===== config.mk =====
export PLATFORM = sky130hd
export DESIGN_NAME = dcache_controller_nway
export DESIGN_NICKNAME = d
export VERILOG_FILES = /design/src/rtl/dcache_controller_nway.sv
export SDC_FILE = /design/constraint.sdc
export NUM_CORES = 1
export LEC_CHECK = 0
export ABC_CLOCK_PERIOD_IN_PS = 2400
export BUFFER_PORTS_ARGS = -buffer_cell sky130_fd_sc_hd__buf_2
export CORE_UTILIZATION = 35
export CTS_CLUSTER_DIAMETER = 60
export DETAILED_ROUTE_END_ITERATION = 12
export SLEW_MARGIN = 20
export SYNTH_ARGS = -nofsm -noshare
export SYNTH_HDL_FRONTEND = slang
export SYNTH_SLANG_ARGS = --single-unit
export TNS_END_PERCENT = 10

===== constraint.sdc =====
create_clock -name clk -period 2.4 [get_ports clk]
set_input_delay 0.48 -clock clk [delete_from_list [all_inputs] [get_ports clk]]
set_output_delay 0.48 -clock clk [all_outputs]
set_load 0.02 [all_outputs]

===== src/rtl/dcache_controller_nway.sv =====
// Control FSM for a WAYS-way set-associative data cache: hits complete combinationally, misses and flushes
// run line-sized L2 beat bursts; each beat advances only on l2_req_fulfilled, and pipe requests are ignored while busy.
package xentry_pkg;
    typedef enum logic {LOAD = 1'b0, STORE = 1'b1} memory_operation_e;
endpackage

module dcache_controller_nway
    import xentry_pkg::*;
#(
    parameter int WAYS           = 2,
    parameter int WORDS_PER_LINE = 4,
    parameter int SETS           = 64,
    localparam int WAY_W         = (WAYS > 1) ? $clog2(WAYS) : 1,
    localparam int BEAT_W        = $clog2(WORDS_PER_LINE),
    localparam int SET_W         = (SETS > 1) ? $clog2(SETS) : 1
) (
    input  logic              clk,
    input  logic              reset_n,
    input  logic              pipe_req_valid,
    input  logic              clflush_requested,
    input  logic              flush_all_requested,
    input  logic              hit,
    input  logic [WAY_W-1:0]  hit_way,
    input  logic              victim_valid,
    input  logic              victim_dirty,
    input  logic              l2_req_fulfilled,
    output logic              pipe_req_fulfilled,
    output logic              l2_req_valid,
    output memory_operation_e l2_req_type,
    output logic [WAY_W-1:0]  victim_way,
    output logic [BEAT_W-1:0] beat,
    output logic              sweep_mode,
    output logic [SET_W-1:0]  sweep_set,
    output logic              flush_mode,
    output logic              load_mode,
    output logic              set_new_l2_block_address,
    output logic              use_dirty_tag_for_l2_block_address,
    output logic              clear_selected_dirty_bit,
    output logic              clear_selected_valid_bit,
    output logic              finish_new_line_install,
    output logic              busy
);

    typedef enum logic [2:0] {
        IDLE        = 3'd0,
        WRITEBACK   = 3'd1,
        ALLOCATE    = 3'd2,
        FLUSH       = 3'd3,
        SWEEP_CHECK = 3'd4,
        SWEEP_WB    = 3'd5
    } state_e;

    state_e              r_state;
    state_e              w_state_next;
    logic [BEAT_W-1:0]   r_beat;
    logic [WAY_W-1:0]    r_rr_ptr;
    logic [WAY_W-1:0]    r_target_way;
    logic [SET_W-1:0]    r_sweep_set;
    logic [WAY_W-1:0]    r_sweep_way;
    logic                w_last_beat;
    logic                w_sweep_last_way;
    logic                w_sweep_last;
    logic                w_rr_adv;
    logic                w_sweep_adv;
    logic                w_sweep_start;

    assign w_last_beat      = l2_req_fulfilled && (r_beat == BEAT_W'(WORDS_PER_LINE - 1));
    assign w_sweep_last_way = (r_sweep_way == WAY_W'(WAYS - 1));
    assign w_sweep_last     = w_sweep_last_way && (r_sweep_set == SET_W'(SETS - 1));
    assign beat             = r_beat;
    assign sweep_set        = r_sweep_set;
    assign busy             = (r_state != IDLE);

    always_ff @(posedge clk or negedge reset_n) begin
        if (!reset_n) begin
            r_state      <= IDLE;
            r_beat       <= '0;
            r_rr_ptr     <= '0;
            r_target_way <= '0;
            r_sweep_set  <= '0;
            r_sweep_way  <= '0;
        end else begin
            r_state <= w_state_next;
            // The counter wraps naturally on the last beat; state entry also forces it to 0.
            if (w_state_next != r_state)
                r_beat <= '0;
            else if (l2_req_valid && l2_req_fulfilled)
                r_beat <= r_beat + BEAT_W'(1);
            if ((r_state == IDLE) && (w_state_next != IDLE))
                r_target_way <= victim_way;
            if (w_rr_adv)
                r_rr_ptr <= (r_rr_ptr == WAY_W'(WAYS - 1)) ? '0 : r_rr_ptr + WAY_W'(1);
            if (w_sweep_start) begin
                r_sweep_set <= '0;
                r_sweep_way <= '0;
            end else if (w_sweep_adv) begin
                if (w_sweep_last_way) begin
                    r_sweep_way <= '0;
                    r_sweep_set <= r_sweep_set + SET_W'(1);
                end else begin
                    r_sweep_way <= r_sweep_way + WAY_W'(1);
                end
            end
        end
    end

    always_comb begin
        w_state_next = r_state;
        unique case (r_state)
            IDLE: begin
                if (pipe_req_valid) begin
                    if (flush_all_requested)
                        w_state_next = SWEEP_CHECK;
                    else if (clflush_requested) begin
                        if (hit && victim_dirty)
                            w_state_next = FLUSH;
                    end else if (!hit)
                        w_state_next = (victim_valid && victim_dirty) ? WRITEBACK : ALLOCATE;
                end
            end
            WRITEBACK:   if (w_last_beat) w_state_next = ALLOCATE;
            ALLOCATE:    if (w_last_beat) w_state_next = IDLE;
            FLUSH:       if (w_last_beat) w_state_next = IDLE;
            SWEEP_CHECK: begin
                if (victim_dirty)
                    w_state_next = SWEEP_WB;
                else if (w_sweep_last)
                    w_state_next = IDLE;
            end
            SWEEP_WB:    if (w_last_beat) w_state_next = w_sweep_last ? IDLE : SWEEP_CHECK;
            default:     w_state_next = state_e'(3'bxxx);
        endcase
    end

    always_comb begin
        pipe_req_fulfilled                 = 1'b0;
        l2_req_valid                       = 1'b0;
        l2_req_type                        = LOAD;
        victim_way                         = r_target_way;
        sweep_mode                         = 1'b0;
        flush_mode                         = 1'b0;
        load_mode                          = 1'b0;
        set_new_l2_block_address           = 1'b0;
        use_dirty_tag_for_l2_block_address = 1'b0;
        clear_selected_dirty_bit           = 1'b0;
        clear_selected_valid_bit           = 1'b0;
        finish_new_line_install            = 1'b0;
        w_rr_adv                           = 1'b0;
        w_sweep_adv                        = 1'b0;
        w_sweep_start                      = 1'b0;
        unique case (r_state)
            IDLE: begin
                victim_way = hit ? hit_way : r_rr_ptr;
                if (pipe_req_valid) begin
                    if (flush_all_requested)
                        w_sweep_start = 1'b1;
                    else if (clflush_requested) begin
                        if (hit && victim_dirty) begin
                            set_new_l2_block_address           = 1'b1;
                            use_dirty_tag_for_l2_block_address = 1'b1;
                        end else begin
                            clear_selected_valid_bit = hit;
                            pipe_req_fulfilled       = 1'b1;
                        end
                    end else if (hit)
                        pipe_req_fulfilled = 1'b1;
                    else begin
                        set_new_l2_block_address           = 1'b1;
                        use_dirty_tag_for_l2_block_address = victim_valid && victim_dirty;
                    end
                end
            end
            WRITEBACK: begin
                l2_req_valid = 1'b1;
                l2_req_type  = STORE;
                flush_mode   = 1'b1;
                if (w_last_beat) begin
                    clear_selected_dirty_bit = 1'b1;
                    clear_selected_valid_bit = 1'b1;
                    set_new_l2_block_address = 1'b1;
                end
            end
            ALLOCATE: begin
                l2_req_valid = 1'b1;
                load_mode    = 1'b1;
                if (w_last_beat) begin
                    finish_new_line_install  = 1'b1;
                    clear_selected_dirty_bit = 1'b1;
                    w_rr_adv                 = 1'b1;
                end
            end
            FLUSH: begin
                l2_req_valid = 1'b1;
                l2_req_type  = STORE;
                flush_mode   = 1'b1;
                if (w_last_beat) begin
                    clear_selected_dirty_bit = 1'b1;
                    clear_selected_valid_bit = 1'b1;
                    pipe_req_fulfilled       = 1'b1;
                end
            end
            SWEEP_CHECK: begin
                sweep_mode = 1'b1;
                victim_way = r_sweep_way;
                if (victim_dirty) begin
                    set_new_l2_block_address           = 1'b1;
                    use_dirty_tag_for_l2_block_address = 1'b1;
                end else begin
                    clear_selected_valid_bit = 1'b1;
                    w_sweep_adv              = 1'b1;
                    pipe_req_fulfilled       = w_sweep_last;
                end
            end
            SWEEP_WB: begin
                sweep_mode   = 1'b1;
                victim_way   = r_sweep_way;
                l2_req_valid = 1'b1;
                l2_req_type  = STORE;
                flush_mode   = 1'b1;
                if (w_last_beat) begin
                    clear_selected_dirty_bit = 1'b1;
                    clear_selected_valid_bit = 1'b1;
                    w_sweep_adv              = 1'b1;
                    pipe_req_fulfilled       = w_sweep_last;
                end
            end
            default: begin
                pipe_req_fulfilled                 = 1'bx;
                l2_req_valid                       = 1'bx;
                l2_req_type                        = memory_operation_e'(1'bx);
                victim_way                         = 'x;
                sweep_mode                         = 1'bx;
                flush_mode                         = 1'bx;
                load_mode                          = 1'bx;
                set_new_l2_block_address           = 1'bx;
                use_dirty_tag_for_l2_block_address = 1'bx;
                clear_selected_dirty_bit           = 1'bx;
                clear_selected_valid_bit           = 1'bx;
                finish_new_line_install            = 1'bx;
            end
        endcase
    end

endmodule


# Word-level counts from Yosys, hierarchy flattened
# Cells that the tools add are included.
[totals]
ramBits = 0
out_inout_bits = 21
latchBits = 0
mem_count = 0
regBits = 14
in_bits = 10
rom_bits = 0
[classes]
n_reduce_logical = 24
bitwise = 0
div = 0
n_lt_le_gt_ge = 0
mul = 0
shifts = 0
add_sub_neg = 4
n_eq_ne = 8
n_mux = 62
[op_table]
columns = ["cell", "n"]
rows = [
  ["3-bit 2-to-1 mux", 11],
  ["1-bit 2-to-1 mux", 32],
  ["6-bit 2-to-1 mux", 3],
  ["3-bit one-hot mux with 5 select lines", 1],
  ["1-bit one-hot mux with 2 select lines", 7],
  ["3-bit OR reduction", 4],
  ["1-bit one-hot mux with 4 select lines", 2],
  ["2-bit OR reduction", 4],
  ["4-bit OR reduction", 2],
  ["6-bit by 1-bit adder with 6-bit output (second input constant)", 1],
  ["3-bit by 2-bit == test with 1-bit output (second input constant)", 2],
  ["3-bit == test (second input constant)", 2],
  ["6-bit == test (second input constant)", 1],
  ["1-bit logical AND", 6],
  ["2-bit 2-to-1 mux", 3],
  ["1-bit one-hot mux with 3 select lines", 2],
  ["2-bit nonzero test", 3],
  ["3-bit nonzero test", 2],
  ["1-bit one-hot mux with 5 select lines", 1],
  ["5-bit OR reduction", 1],
  ["3-bit by 1-bit == test with 1-bit output (second input constant)", 1],
  ["3-bit logical NOT", 1],
  ["3-bit != test", 1],
  ["1-bit adder (second input constant)", 2],
  ["other kinds (3)", 3],
]

# Longest topological paths before layout
# Gate-level depths: netlist (run 1).
[logic_depth]
word_depth = 9
depth_mapped = 10
mapped_depth_nobuf = 8

# Worst setup path after synthesis (run 1)
# No wires, ideal clock.
[synth_timing]
path_kind = "register to output"
startpoint = "register r_state[1]"
endpoint = "output victim_way"
path_stages_with_launch = 8
slack_ps = -96
path_buffers = 2
t_arrival_ps = 2016
required_ps = 1920
cell_sequence = "dfrtp_1 > buf_6 > inv_1 > ha_1 > or2_1 > or2_1 > buf_6 > o211ai_1"
[synth_via]
elab_chain_cells = 3
[synth_lines]
columns = ["element", "line_no", "source"]
rows = [
  ["from (decl)", "53", "state_e r_state;"],
  ["from (signal assigned)", "83", "r_state <= w_state_next;"],
  ["3-bit by 2-bit == test with 1-bit output (tied with other cells)", "151", "unique case (r_state)"],
  ["3-bit OR reduction (no source line) or 2-bit OR reduction (tied branches)", "-", ""],
  ["1-bit one-hot mux with 3 select lines *", "151", ""],
  ["to (decl)", "30", "output logic [WAY_W-1:0] victim_way,"],
]
# Every way passes the cells marked *; elsewhere a longest branch is shown, timed or not.

# Final worst setup path (run 1)
[layout_timing]
startpoint = "register r_state[2]"
endpoint = "output victim_way"
# The elaborated chain is that of the path after synthesis.

==> flow_summary.ini, run 1 <==
[worst_setup_path]
worst_path_most_repeated_cell = sky130_fd_sc_hd__or2_4
slowest_stage_cell_cp = sky130_fd_sc_hd__dfrtp_1
worst-path-buf-inv = 2
setup.worst_path.end = victim_way
cp.required_ns = 1.92
crit_fanout = 3
cp_cell_sequence = buf_6 > ha_4 > or2_4 > or2_4 > o211ai_1 > buf_4
r2r-end = r_target_way
critPathCaptureType = primary output
classification_of_the_worst_setup_path = flop to primary output
cp_num_cells = 6
arrival_ns = 1.85
worst-r2r-cell-count = 9
timing.reg2reg.setup_slack_ns = 0.11
critical_path.startpoint_type = flop
timing.critical_path.max_delay_family = simple AND/OR/NAND/NOR gates
critPathLaunch = r_state[2]
timing.rr.start = r_state[2]
critical-path-max-stage-delay_ns = 0.43

[route]
drtAntennaViolNets = 0
via_count = 1244
drc = 0
wirelength_um = 3214
route.detailed.vias_per_inst = 5.385
drt_iter0_drc = 38
detail_route.first_pass.iterations = 4
wl_per_cell_um = 13.91

[synthesis]
post_synth_most_frequent_cells = 18 x sky130_fd_sc_hd__nor2_1, 17 x sky130_fd_sc_hd__nand2_1, 14 x sky130_fd_sc_hd__dfrtp_1
synth.lib_cells_used.distinct = 46
synthesis_stage_register_bit_count = 14
number_of_enable_type_register_cells_in_the_synthesized_netlist = 0
netlist.top_cell.by_area = sky130_fd_sc_hd__dfrtp_1
netlist.area_leader.share = 0.2820
asyncSetResetFlopFracSynth = 1.000
post_synthesis_mean_instance_area_sq_um = 8.395
syn_nets = 162
synth_area_leaders = sky130_fd_sc_hd__dfrtp_1 28%, sky130_fd_sc_hd__nor2_1 5.4%, sky130_fd_sc_hd__nand2_1 5.1%
syn_inst = 148
synthMostInstantiatedCell = sky130_fd_sc_hd__nor2_1
postSynth.topFlopCell = sky130_fd_sc_hd__dfrtp_1
syn-cell-area_sq_um = 1242
synthesis.yosys.warnings = 0
synth-seq-area-share = 0.2820

[clock_network]
ctsRootBufferMaster = sky130_fd_sc_hd__clkbuf_4
cts_buffers = 3
clk_pin_slew_worst_paths_ns = 0.09
cts.path.max_buffers = 2
cts_tree = yes
postCtsHoldBufs = 0
clk_latency_ns = 0.28
cts_sinks = 14
cts.htree.levels = 1

[cells_and_area]
antenna_cells = 0
post_route_cells_drive_above_1_share = 0.3459
multi_input_comb_area_sq_um = 852.1
nNetsFinal = 200
synthToLayoutAreaGrowth_pct = 24.47
fillCellCount = 360
sequential_cell_area_sq_um = 350.3
postLayoutCellArea_sq_um = 1546

[timing]
final-setup-viol-count = 0
rsz0062_at_grt = yes
final.setup.worst_slack_ns = 0.07204
final-hold-violation-count = 0
finalMaxSlewViolations = 0
worst_pin_slew_ns = 0.4430
period_share = 0.9700
fmaxAchievable_mhz = 429.6
finalWorstPathRequiredPeriod_ns = 2.328
finClkSkew_ns = 0.0004185
max_slew_margin = 0.7036

[placement]
hpwl_um = 2382
placement.setup.worst_slack_ns = 0.1196
detailed_place.area_sq_um = 1446
port-buffer-count = 30
global_placement_routability_congestion = 0.8973

[floorplanning]
floorplan.initialDensity = 0.3694
top_level_ports = 31
std_cell_rows = 21
die_h_um = 61.58
core_area_sq_um = 3363
die_area_sq_um = 3792
chipWidth_um = 61.58

[pwr]
totalPowerFinal_w = 0.001796
p_leak_nw = 0.7472
vdd_ir_drop_max_mv = 0.4142
power.density_nw_per_um2 = 1162

[global_route]
grt_max_degree = 15
global_route_wire_length_before_repair_um = 5078
overflow = 0
first_global_vias = 1116
antenna_found_initial = 0
globalRouteTotalUtil = 0.1805

[flow_run]
max_cap_violations = 0

[hold_path]
worstHoldPathType = primary input to asynchronous set/reset pin

[outcome]
run_status = finished, final reports clean
==> worst min-delay path by stage <==
stage | slack [ns] | endpoint | cells past startpoint
3_5_place_dp | 0.40 | beat[0] | 1
3_3_place_gp | 0.40 | beat[1] | 1
5_1_grt | 0.10 | beat[1] | 1
6_report | 0.09 | beat[0] | 1
4_1_cts | 0.08 | beat[0] | 1
2_1_floorplan | 0.18 | beat[0] | 0
==> layer usage <==
layer / global-route usage / part of all wire / up-vias
met5: 0 / 0 / -
met1: 0.2254 / 0.44 / 599
met4: 0.08254 / 0.024 / 0
met3: 0.01261 / 0.026 / 8
li1: - / - / 601
met2: 0.3164 / 0.51 / 36
==> power by group <==
part / switching [W] / total (W) / internal [W]
combinational: 0.000708 / 0.00126 / 0.000553
sequential: 0.0000708 / 0.000365 / 0.000294
clock: 0.0000791 / 0.000171 / 0.0000922
==> layout by cell type (no fill, tap or decap), types with 2 or more instances in the layout <==
master,synthesis,routed
sky130_fd_sc_hd__o21ai_0,8,8
sky130_fd_sc_hd__buf_4,1,11
sky130_fd_sc_hd__dfrtp_1,14,14
sky130_fd_sc_hd__a21oi_1,6,6
sky130_fd_sc_hd__a21oi_2,2,2
sky130_fd_sc_hd__o221ai_1,2,2
sky130_fd_sc_hd__o21a_1,2,2
sky130_fd_sc_hd__nand3_1,3,3
sky130_fd_sc_hd__nor3_1,3,3
sky130_fd_sc_hd__mux2i_1,4,4
sky130_fd_sc_hd__ha_4,0,2
sky130_fd_sc_hd__and3_1,6,6
sky130_fd_sc_hd__nor2_1,18,18
sky130_fd_sc_hd__and3_4,2,2
sky130_fd_sc_hd__or2_4,0,2
sky130_fd_sc_hd__clkbuf_4,0,3
sky130_fd_sc_hd__nand2b_1,2,2
sky130_fd_sc_hd__a31oi_1,2,2
sky130_fd_sc_hd__nand2_1,17,17
sky130_fd_sc_hd__nand4_1,4,4
sky130_fd_sc_hd__buf_2,2,29
sky130_fd_sc_hd__ha_1,4,2
sky130_fd_sc_hd__xor2_1,7,7
sky130_fd_sc_hd__o31ai_2,2,2
sky130_fd_sc_hd__o211ai_1,2,2
sky130_fd_sc_hd__and2b_1,3,3
sky130_fd_sc_hd__inv_2,0,2
sky130_fd_sc_hd__nor2b_1,3,3
sky130_fd_sc_hd__nand3b_1,2,2
==> final cells by class <==
type                    count  area share
clock buffers               4     0.02346
repair buffers             41      0.1545
multi-input cells         123      0.5510
inverters                   3    0.007282
well taps                  46     0.03722
flip-flops and latches     14      0.2265
==> through the flow <==
stage | util | setup TNS, ns | instances | hold slack [ns]
after floorplan | - | 0 | 148 | 0.1844
after global placement | 0.4301 | 0 | 223 | 0.3951
after detailed placement | 0.4301 | 0 | 223 | 0.3991
after CTS | 0.4513 | 0 | 231 | 0.08229
after global routing | 0.4598 | -0.01138 | 231 | 0.1004
final | 0.4598 | 0 | 231 | 0.09298
==> logic make-up (layout without fill, tap and decap cells) <==
| logic type | Yosys count | after routing | share of synthesized area |
|---|---|---|---|
| AOI/OAI and AO/OA | 32 | 32 | 0.1772 |
| muxes | 6 | 6 | 0.06243 |
| DFF | 14 | 14 | 0.2820 |
| and+or+nand+nor | 73 | 73 | 0.3253 |
| adders and majority gates | 4 | 4 | 0.04028 |
| xor gates and xnor gates | 8 | 8 | 0.05640 |
| buffers and inverters | 11 | 48 | 0.05640 |
==> flip-flops by register name (all words and copies together) (netlist names) <==
| signal | flops |
|---|---|
| beat | 2 |
| r_target_way | 1 |
| r_rr_ptr | 1 |
| r_state | 3 |
| sweep_set | 6 |
| r_sweep_way | 1 |
==> what timing repair did <==
item	4_1_cts	5_1_grt
endpoints found under the setup margin	1	2
setup buffers	4	0
pin swaps	2	2
gates resized for setup	2	7
hold endpoints to repair	0	0
No activity file was read; power rests on OpenSTA's default activity.
==> inputs of run 2 (changes only) <==
--- a/constraint.sdc
+++ b/constraint.sdc
@@ -3,2 +3,2 @@
 set_output_delay 0.48 -clock clk [all_outputs]
-set_load 0.02 [all_outputs]
+set_load 0.1 [all_outputs]
==> run 2 against run 1 <==
Register-to-register slack worse by 0.03 ns. Final cell count is 2.2% higher. Critical path depth increased by 1. Clock-buffer cell count is the same. First-iteration DRC count up 84%. Maximum frequency fell by 1.4%. Core utilization is 4.0 points higher. Hold slack worse by 0.0092 ns. Die area stayed put. Routed wire length is 2.1% higher. Critical path type unchanged. Critical endpoint unchanged. Largest cell class unchanged.
==> flow_summary.ini, run 2 (synthesized netlist as in run 1, its figures left out) <==
[clock_network]
cts_buffers = 3
clk_latency_ns = 0.28
clk_pin_slew_worst_paths_ns = 0.09
ctsRootBufferMaster = sky130_fd_sc_hd__clkbuf_4
cts.htree.levels = 1
cts.path.max_buffers = 2
cts_sinks = 14
postCtsHoldBufs = 0
cts_tree = yes

[global_route]
first_global_vias = 1085
global_route_wire_length_before_repair_um = 5271
grt_max_degree = 15
antenna_found_initial = 0
overflow = 0
globalRouteTotalUtil = 0.1887

[route]
wl_per_cell_um = 13.91
drtAntennaViolNets = 0
via_count = 1247
detail_route.first_pass.iterations = 4
drt_iter0_drc = 70
wirelength_um = 3283
drc = 0
route.detailed.vias_per_inst = 5.284

[timing]
final-hold-violation-count = 0
fmaxAchievable_mhz = 423.7
max_slew_margin = 0.6772
final-setup-viol-count = 0
finClkSkew_ns = 0.01218
finalWorstPathRequiredPeriod_ns = 2.360
rsz0062_at_grt = yes
finalMaxSlewViolations = 0
period_share = 0.9834
worst_pin_slew_ns = 0.4824
final.setup.worst_slack_ns = 0.03974

[cells_and_area]
largest_register_ffs = 6
multi_input_comb_area_sq_um = 872.1
fillCellCount = 365
synthToLayoutAreaGrowth_pct = 35.25
sequential_cell_area_sq_um = 352.8
final_cell_mix = 24 x sky130_fd_sc_hd__buf_2, 18 x sky130_fd_sc_hd__nor2_1, 17 x sky130_fd_sc_hd__nand2_1
nNetsFinal = 205
postLayoutCellArea_sq_um = 1680
leading_cell_type_in_the_layout_fill_and_taps_excluded = sky130_fd_sc_hd__buf_2
post_route_cells_drive_above_1_share = 0.3947
antenna_cells = 0

[worst_setup_path]
timing.rr.start = r_state[1]
cp.required_ns = 1.92
cp_cell_sequence = inv_4 > ha_4 > or2_4 > or2_4 > o211ai_1 > buf_4 > buf_12
worst_path_most_repeated_cell = sky130_fd_sc_hd__or2_4
crit_fanout = 4
r2r-end = r_target_way
worst-r2r-cell-count = 10
critical_path.startpoint_type = flop
timing.reg2reg.setup_slack_ns = 0.08
classification_of_the_worst_setup_path = flop to primary output
arrival_ns = 1.88
critPathLaunch = r_state[1]
setup.worst_path.end = victim_way
critical-path-max-stage-delay_ns = 0.43
critPathCaptureType = primary output
slowest_stage_cell_cp = sky130_fd_sc_hd__dfrtp_2

[placement]
port-buffer-count = 30
detailed_place.area_sq_um = 1535
placement.setup.worst_slack_ns = 0.06360
global_placement_routability_congestion = 0.8640
hpwl_um = 2480

[floorplanning]
die_area_sq_um = 3792
die_h_um = 61.58
std_cell_rows = 21
floorplan.initialDensity = 0.3694
top_level_ports = 31
core_area_sq_um = 3363
chipWidth_um = 61.58

[hold_path]
worstHoldPathType = primary input to asynchronous set/reset pin

[flow_run]
max_cap_violations = 0

[outcome]
run_status = finished, final reports clean
==> run 2: changes by cell type in the layout (fill, tap and decap cells not counted), sizes merged <==
cell,change
buf,+4
clkbuf,+1
==> run 2: layout make-up <==
cell class	instances	area share
Clock buffer	4	0.02159
Timing Repair Buffer	46	0.2070
Sequential cell	14	0.2100
Inverter	3	0.008191
Tap cell	46	0.03425
Multi-Input combinational cell	123	0.5190
==> run 2: how the worst min path moves through the flow <==
stage                   end  startpoint  depth (start not counted)  slack [ns]
2_1_floorplan       beat[0]     reset_n                          0        0.18
3_3_place_gp   sweep_set[3]     reset_n                          1        0.38
3_5_place_dp   sweep_set[3]     reset_n                          1        0.39
4_1_cts        sweep_set[3]     reset_n                          1        0.08
5_1_grt        sweep_set[3]     reset_n                          1         0.1
6_report       sweep_set[3]     reset_n                          1        0.08
==> run 2: through the flow <==
| stage | setup TNS (ns) | cells | util | hold slack (ns) |
|---|---|---|---|---|
| floorplan | -6.515 | 148 | - | 0.1844 |
| global placement | 0 | 222 | 0.4565 | 0.3846 |
| detailed placement | 0 | 222 | 0.4565 | 0.3909 |
| CTS | -0.02126 | 230 | 0.4818 | 0.08148 |
| global route | -0.05212 | 236 | 0.4996 | 0.09651 |
| finish | 0 | 236 | 0.4996 | 0.08383 |
==> run 2: metal layers <==
layer	GRT usage	routed length (um)
met4	0.04762	48
met5	0	0
met3	0.02311	128
met1	0.2593	1489
met2	0.3134	1616
==> run 2: repair_timing <==
action / in CTS / in global routing
pin swaps: 4 / 4
endpoints found under the hold margin: 0 / 0
gates cloned: 0 / 0
setup endpoints to repair: 1 / 4
resized for setup: 6 / 4
setup buffers: 4 / 6
==> run 2: critical path: cells and delay by family, from the launching register on <==
kind / cells / cell delay (ns)
AOI/OAI and AO/OA: 1 / 0.17
adders and majority gates: 1 / 0.15
DFF: 1 / 0.43
buffers and inverters: 3 / 0.39
and+or+nand+nor: 2 / 0.47
Power of run 2 is not shown: default switching activity piles up to over one toggle a cycle in this logic, so the estimate is an artifact.
==> inputs of run 3 (changes only) <==
==> constraint.sdc (replaced) <==
create_clock -name clk -period 2.4 [get_ports clk]
set_input_delay 0.12 -clock clk [delete_from_list [all_inputs] [get_ports clk]]
set_output_delay 0.12 -clock clk [all_outputs]
set_load 0.1 [all_outputs]
==> run 3 against run 2 <==
Via count fell by 5.0%. First-iteration DRC count rose by 7.1%. Clock skew fell by 0.0083 ns. Die area did not move. Non-clock buffer count fell by 8. Flip-flop and latch count did not move. Clock-buffer cell count did not move. Final cell count fell by 3.4%. Cell area fell by 9.4%. Critical endpoint unchanged. Largest cell class unchanged.
==> flow_summary.ini, run 3 (synthesized netlist as in run 1, its figures left out) <==
[clock_network]
clk_latency_ns = 0.28
cts.path.max_buffers = 2
cts_sinks = 14
ctsRootBufferMaster = sky130_fd_sc_hd__clkbuf_4
cts_tree = yes
clk_pin_slew_worst_paths_ns = 0.09
cts_buffers = 3
cts.htree.levels = 1
postCtsResizedCells = 0

[global_route]
first_global_vias = 1056
overflow = 0
grt_max_degree = 15
globalRouteTotalUtil = 0.1753
antenna_found_initial = 0
global_route_wire_length_before_repair_um = 4892

[floorplanning]
std_cell_rows = 21
top_level_ports = 31
core_area_sq_um = 3363
floorplan.initialDensity = 0.3694
die_h_um = 61.58
chipWidth_um = 61.58
die_area_sq_um = 3792

[worst_setup_path]
critical-path-max-stage-delay_ns = 0.43
classification_of_the_worst_setup_path = flop to primary output
critical_path.startpoint_type = flop
critPathCaptureType = primary output
slowest_stage_cell_cp = sky130_fd_sc_hd__dfrtp_1
cp.required_ns = 2.28
crit_fanout = 7
worst_path_most_repeated_cell = sky130_fd_sc_hd__or2_1
arrival_ns = 2.14
cp_cell_sequence = inv_1 > ha_1 > or2_1 > or2_1 > o211ai_1 > buf_4 > buf_12

[timing]
period_share = 0.9427
final-hold-violation-count = 0
max_slew_margin = 0.6780
worst_pin_slew_ns = 0.4864
final-setup-viol-count = 0
timing.setup.tns_ns = 0
finalWorstPathRequiredPeriod_ns = 2.262
final.setup.worst_slack_ns = 0.1376
finalMaxSlewViolations = 0
fmaxAchievable_mhz = 442.0
finClkSkew_ns = 0.003921

[cells_and_area]
leading_cell_type_in_the_layout_fill_and_taps_excluded = sky130_fd_sc_hd__buf_2
antenna_cells = 0
post_route_cells_drive_above_1_share = 0.3187
synthToLayoutAreaGrowth_pct = 22.56
fillCellCount = 368
final_cell_mix = 29 x sky130_fd_sc_hd__buf_2, 18 x sky130_fd_sc_hd__nor2_1, 17 x sky130_fd_sc_hd__nand2_1
largest_register_ffs = 6
nNetsFinal = 197

[placement]
global_placement_routability_congestion = 0.9015
hpwl_um = 2440
placement.setup.worst_slack_ns = 0.1751
port-buffer-count = 30

[hold_path]
worstHoldPathType = primary input to flop

[route]
via_count = 1185
drtAntennaViolNets = 0
detail_route.first_pass.iterations = 4
wirelength_um = 3058
route.detailed.vias_per_inst = 5.197
drc = 0
wl_per_cell_um = 13.41
drt_iter0_drc = 75

[flow_run]
max_cap_violations = 0

[outcome]
run_status = finished, final reports clean
[run 3: changes by cell type in the layout (fill, tap and decap cells not counted), sizes merged]
cell         before  now
dlygate4sd3       0    1
clkbuf            5    4
buf              45   37
[run 3: what timing repair did]
action                                 in CTS  in global routing
hold buffers                                1                  0
endpoints found under the hold margin      14                  0
setup buffers                               0                  1
setup endpoints to repair                   0                  1
[run 3: worst max-delay path, delay by kind of cell (launching register included)]
kind	cells	cell delay, ns
AO/OA/AOI/OAI	1	0.22
adder cells (fa/ha/maj)	1	0.23
buffers and inverters	3	0.41
flip-flops	1	0.43
AND/OR/NAND/NOR	2	0.57
[run 3: cell type report]
| class | instances | area, sq um | share of cell area |
|---|---|---|---|
| well taps | 46 | 57.56 | 0.03780 |
| inverters | 3 | 11.26 | 0.007395 |
| flip-flops and latches | 14 | 351.6 | 0.2309 |
| multi-input cells | 123 | 838.3 | 0.5505 |
| repair buffers | 38 | 227.7 | 0.1495 |
| clock buffers | 4 | 36.28 | 0.02383 |
[run 3: path summary, 6_finish.rpt]
kind	end	start	depth (start not counted)	slack, ns
setup / recovery	victim_way	r_state[2]	7	0.14
hold / removal	beat[1]	l2_req_fulfilled	3	0.13
setup reg to reg	r_target_way	r_state[2]	8	0.14
hold reg to reg	r_rr_ptr	r_rr_ptr	1	0.48
max in group asynchronous	r_state[1]	reset_n	2	1.89
min in group asynchronous	r_target_way	reset_n	2	0.26
[run 3: layer usage]
| layer | routed length (um) | GRT usage | vias to the layer above |
|---|---|---|---|
| li1 | - | - | 595 |
| met1 | 1457 | 0.2369 | 553 |
| met2 | 1455 | 0.2919 | 35 |
| met3 | 130 | 0.04412 | 2 |
| met4 | 15 | 0.01905 | 0 |
| met5 | 0 | 0 | - |
[run 3: through the flow]
| step | util | hold WS [ns] | instances | cell area, sq um |
|---|---|---|---|---|
| after floorplan | - | -0.1756 | 148 | 1260 |
| after global placement | 0.4368 | 0.03150 | 222 | 1469 |
| after detailed placement | 0.4368 | 0.03587 | 222 | 1469 |
| after CTS | 0.4505 | 0.1303 | 227 | 1515 |
| after global routing | 0.4528 | 0.1533 | 228 | 1523 |
| final | 0.4528 | 0.1322 | 228 | 1523 |
Power of run 3 is left out for the same reason.
